File: src/rtl/led_pkg.sv
// led_pkg: shared mode encodings and chase direction type
// for the LED pattern generator.
package led_pkg;

   typedef enum logic [1:0] {
      OFF   = 2'b00,
      BLINK = 2'b01,
      CHASE = 2'b10,
      PWM   = 2'b11
   } mode_e;

   typedef enum logic {
      UP   = 1'b0,
      DOWN = 1'b1
   } dir_e;

endpackage

File: src/rtl/led_prescaler.sv
// led_prescaler: free-running DIV_W-bit counter, tick pulses
// for one clock while the count is all-ones.
// Ports: clk, rst (sync, active-high), tick (one-cycle pulse).
module led_prescaler #(
   parameter int DIV_W = 24
) (
   input  logic clk,
   input  logic rst,
   output logic tick
);

   localparam logic [DIV_W-1:0] ONE = DIV_W'(1);

   logic [DIV_W-1:0] cnt;

   always_ff @(posedge clk) begin
      if (rst) cnt <= '0;
      else     cnt <= cnt + ONE;
   end

   assign tick = &cnt;

endmodule

File: src/rtl/led_pattern_gen.sv
// led_pattern_gen: OFF/BLINK/CHASE/PWM LED driver, tick-paced.
// Ports: CLK, RST (sync high), MODE[1:0], DUTY[PWM_W-1:0],
//        LED[NUM_LEDS-1:0] (registered), TICK (prescaler wrap).
// Option: define LED_BREATHE_EN for a tick-paced duty ramp
//         that replaces DUTY in PWM mode.
module led_pattern_gen
   import led_pkg::*;
#(
   parameter int NUM_LEDS = 4,
   parameter int DIV_W    = 24,
   parameter int PWM_W    = 8
) (
   input  logic                CLK,
   input  logic                RST,
   input  logic [1:0]          MODE,
   input  logic [PWM_W-1:0]    DUTY,
   output logic [NUM_LEDS-1:0] LED,
   output logic                TICK
);

   localparam logic [NUM_LEDS-1:0] POS0 = NUM_LEDS'(1);
   localparam logic [PWM_W-1:0]    P1   = PWM_W'(1);

   logic                tick;
   mode_e               mode_in;
   mode_e               mode_q;
   logic                chg;
   logic                phase_q, phase_d;
   logic [NUM_LEDS-1:0] pos_q, pos_d;
   dir_e                dir_q, dir_d;
   logic [PWM_W-1:0]    pcnt_q, pcnt_d;
   logic [PWM_W-1:0]    duty;
   logic [NUM_LEDS-1:0] led_d;

   led_prescaler #(
      .DIV_W (DIV_W)
   ) u_pre (
      .clk  (CLK),
      .rst  (RST),
      .tick (tick)
   );

   assign TICK    = tick;
   assign mode_in = mode_e'(MODE);
   // Any mode change restarts all pattern state; a tick
   // landing on that same edge is lost with it.
   assign chg     = (mode_in != mode_q);

`ifdef LED_BREATHE_EN
   logic [PWM_W-1:0] ramp_q, ramp_d;
   dir_e             rdir_q, rdir_d;

   assign duty = ramp_q;

   always_comb begin
      ramp_d = ramp_q;
      rdir_d = rdir_q;
      if (chg) begin
         ramp_d = '0;
         rdir_d = UP;
      end else if (mode_q == PWM && tick) begin
         if (rdir_q == UP) begin
            ramp_d = ramp_q + P1;
            if (ramp_d == '1) rdir_d = DOWN;
         end else begin
            ramp_d = ramp_q - P1;
            if (ramp_d == '0) rdir_d = UP;
         end
      end
   end

   always_ff @(posedge CLK) begin
      if (RST) begin
         ramp_q <= '0;
         rdir_q <= UP;
      end else begin
         ramp_q <= ramp_d;
         rdir_q <= rdir_d;
      end
   end
`else
   assign duty = DUTY;
`endif

   always_comb begin
      phase_d = phase_q;
      pos_d   = pos_q;
      dir_d   = dir_q;
      pcnt_d  = pcnt_q;
      led_d   = '0;

      unique case (1'b1)
         (mode_q == BLINK): led_d = {NUM_LEDS{phase_q}};
         (mode_q == CHASE): led_d = pos_q;
         (mode_q == PWM):   led_d = {NUM_LEDS{pcnt_q < duty}};
         default:           led_d = '0;
      endcase

      if (chg) begin
         phase_d = 1'b0;
         pos_d   = POS0;
         dir_d   = UP;
         pcnt_d  = '0;
      end else begin
         unique case (1'b1)
            (mode_q == BLINK): begin
               if (tick) phase_d = ~phase_q;
            end
            (mode_q == CHASE): begin
               // A single LED has nowhere to move.
               if (tick && NUM_LEDS > 1) begin
                  if (dir_q == UP) begin
                     pos_d = pos_q << 1;
                     if (pos_d[NUM_LEDS-1]) dir_d = DOWN;
                  end else begin
                     pos_d = pos_q >> 1;
                     if (pos_d[0]) dir_d = UP;
                  end
               end
            end
            (mode_q == PWM): pcnt_d = pcnt_q + P1;
            default: ;
         endcase
      end
   end

   always_ff @(posedge CLK) begin
      if (RST) begin
         mode_q  <= OFF;
         phase_q <= 1'b0;
         pos_q   <= POS0;
         dir_q   <= UP;
         pcnt_q  <= '0;
         LED     <= '0;
      end else begin
         mode_q  <= mode_in;
         phase_q <= phase_d;
         pos_q   <= pos_d;
         dir_q   <= dir_d;
         pcnt_q  <= pcnt_d;
         LED     <= led_d;
      end
   end

endmodule

File: config.mk
export PLATFORM = sky130hd
export DESIGN_NAME = led_pattern_gen
export DESIGN_NICKNAME = d
export VERILOG_FILES = /design/src/rtl/led_pkg.sv /design/src/rtl/led_prescaler.sv /design/src/rtl/led_pattern_gen.sv
export SDC_FILE = /design/constraint.sdc
export NUM_CORES = 1
export LEC_CHECK = 0
export ABC_AREA = 1
export CAP_MARGIN = 20
export CORE_MARGIN = 5
export CORE_UTILIZATION = 48
export DETAILED_ROUTE_END_ITERATION = 8
export PLACE_DENSITY = 0.74
export SLEW_MARGIN = 15
export SYNTH_ARGS = -nofsm -noshare
export SYNTH_HDL_FRONTEND = slang
export SYNTH_SLANG_ARGS = --single-unit
File: constraint.sdc
create_clock -name CLK -period 1.4 [get_ports CLK]
set_input_delay 0.14 -clock CLK [delete_from_list [all_inputs] [get_ports CLK]]
set_output_delay 0.14 -clock CLK [all_outputs]
set_load 0.005 [all_outputs]
==> flow_summary.yaml <==
status:
  status: "complete, but fails checks"
  violations: "negative setup slack"
power_and_ir_drop:
  power.leakage_uw: 0.001355
  ir_drop_uv: 487.4
  powerDensity_mw_per_mm2: 767.2
  total_power_uw: 2446
detailed_routing:
  drc: 0
  antenna_left: 0
  firstDrtPassIters: 4
  dr_wl_met3_um: 208
  top_layer_used: "met4"
  dr.first_iter.drc_count: 119
  wl_per_cell_um: 11.15
  routed_wl_um: 5118
  met2_length_um: 2451
  vias: 2276
  wirelength_met1_um: 2338
  via_per_inst: 4.959
sta:
  period_needed_ps: 1588
  worst_slew_pin_slew_ps: 513.8
  setup-violations-final: 1
  layout_setup_ws_ps: -188.0
  fmax_ghz: 0.6297
  hold_viol_final: 0
  relSlewSlack: 0.6571
  setup_tns_ps: -188.0
  rsz0062_at_grt: "true"
  fin_skew_ps: 10.65
  period_share: 1.134
  drv_slew: 0
logic_synthesis:
  synth_top_area_share: 0.3834
  yosys_warnings: 0
  muxShareOfSynthArea: 0
  avgSynthCellArea_um2: 6.737
  ys_top_cells_by_area: "dfxtp_1 38%, nand2_1 13%, nor2_1 9.2%"
  synth_compound_gate_area_share: 0.1035
  syn_nets: 362
  synth_top_family_by_area: "simple AND/OR/NAND/NOR gates"
  yosys.cell_types.count: 28
  syn-cell-area_mm2: 0.002297
  synthAdderAreaFrac: 0.04902
  synth_xor_xnor_area_share: 0.01144
  syn_inst: 341
  synth_top_area_cell: "dfxtp_1"
  yosysSeqAreaShare: 0.3834
  synth_simple_gate_area_frac: 0.3578
  ys_ff_latch: 44
cts:
  tritoncts: "done"
  cts.sinks: 44
  h-tree-depth: 2
  clk_path_buf_depth: 2
  cts_buffers: 5
  hold_buffers: 0
  clock_latency_ps: 310
  clkTransAtPathRegs_ps: 90
  root_buffer: "clkbuf_8"
die:
  io_pins: 17
  start_util: 0.4896
  die_h_um: 79.18
  die-area_mm2: 0.006269
  fp.coreArea_mm2: 0.004692
  num_rows: 25
  die_x_um: 79.18
cells_and_area:
  postLayoutCellArea_mm2: 0.003188
  multi_input_area_mm2: 0.001390
  n_fill_cell: 382
  antenna_cells: 0
  most-common-layout-cells: "69 x nand2_1, 51 x nor2_1, 49 x inv_1"
  final_common_cell: "nand2_1"
  fin_nets: 425
  seq_area_um2: 908.4
  drive_gt1_frac: 0.3037
  syn_to_final_growth_pct: 38.78
global_routing:
  overflow: 0
  first_global_vias: 2079
  grt_max_degree: 17
  grt_pass1_wl_um: 8756
  grt_use_total: 0.1735
  antenna_found_initial: 0
placed_design:
  portBuffers: 16
  place_congestion: 0.8648
  dpl.hpwl_um: 3695
  placed_cell_area_mm2: 0.002793
setup_path:
  worst_ep_required_time_ps: 1260
  crit_path_start_kind: "flop"
  regToRegSetupSlack_ps: 30
  crit_type: "flop to output port"
  path_max_fanout: 2
  cp-end-kind: "output port"
  worstPathArrival_ps: 1450
flow_run:
  max_cap_violations: 0
hold_path:
  min_path_type: "input port to flop"
-- stage by stage --
| step | util | setup WS (ps) | hold WS, ps | cells |
|---|---|---|---|---|
| 6_report | 0.6795 | -188.0 | 402.5 | 459 |
| 2_1_floorplan | - | 24.32 | 247.0 | 341 |
| 3_5_place_dp | 0.5952 | -443.9 | 450.7 | 445 |
| 3_3_place_gp | 0.5952 | -414.2 | 446.7 | 445 |
| 5_1_grt | 0.6795 | -271.7 | 449.2 | 459 |
| 4_1_cts | 0.6405 | -215.9 | 397.8 | 456 |
-- layer usage --
metal / up-vias / GRT usage
met5: - / 0
met1: 1016 / 0.2144
met2: 43 / 0.2963
met3: 13 / 0.03061
li1: 1204 / -
met4: 0 / 0.07216
-- worst max-delay path, cell delays in order, from the launching register on --
cell and delay, ps:
dfxtp_2 360, ha_4 160, nand3_4 70, nor2_4 100, nand3_2 90, inv_2 80, nand3_2 70, nor3_2 100
buf_2 130
-- cell usage after synthesis --
master    number
nand2_1       79
dfxtp_1       44
and2_1         1
and3_1         1
inv_1         50
a21oi_1       25
xor2_1         3
nand4_1        3
a21o_1         1
o21ai_0       13
nand3_1       18
nor3_1         8
nand3b_1       3
nand2_4        1
buf_6          1
clkbuf_1       3
o21ai_1        1
ha_1           9
nor2_2         4
o21bai_1       1
nand2_2        4
nor3_4         1
inv_2          2
nor2_4         3
nor2_1        56
a31oi_1        2
o21a_1         2
nand3_2        2
-- logic make-up (layout without fill, tap and decap cells) --
group	Yosys count	in the layout
compound gates	45	45
xor+xnor	3	3
fa+ha+maj	9	9
buf+inv	56	120
flops	44	44
simple gates	184	184
-- layout make-up --
| type | count | area share |
|---|---|---|
| clock buffers | 5 | 0.02159 |
| clock inverters | 3 | 0.01452 |
| inverters | 52 | 0.06122 |
| multi-input cells | 241 | 0.4360 |
| flip-flops and latches | 44 | 0.2849 |
| well taps | 54 | 0.02119 |
| repair buffers | 60 | 0.1605 |
-- power by group --
part,switching (µW),total (µW),internal [µW]
logic,85.5,170,84.3
clock network,463,1000,537
registers,12.5,1280,1260
-- path summary, 6_finish.rpt --
| check | startpoint | endpoint | depth (start not counted) |
|---|---|---|---|
| setup / recovery | u_pre.cnt[1]$_SDFF_PP0_ | TICK | 8 |
| hold / removal | MODE[1] | mode_q[1]$_SDFF_PP0_ | 3 |
| setup reg to reg | u_pre.cnt[1]$_SDFF_PP0_ | u_pre.cnt[8]$_SDFF_PP0_ | 8 |
| hold reg to reg | pos_q[0]$_SDFFE_PP1P_ | pos_q[0]$_SDFFE_PP1P_ | 2 |
-- registers in the layout (all words and copies together) (netlist names) --
| signal | cells |
|---|---|
| pos_q | 4 |
| LED | 4 |
| phase_q | 1 |
| mode_q | 2 |
| dir_q | 1 |
| u_pre.cnt | 24 |
| pcnt_q | 8 |
-- repair_timing --
action / in CTS / in global routing
resized for setup: 25 / 54
setup endpoints to repair: 11 / 28
buffers inserted: 4 / 6
endpoints found under the hold margin: 0 / 0
pin swaps: 8 / 20
No activity file was read; power rests on OpenSTA's default activity.
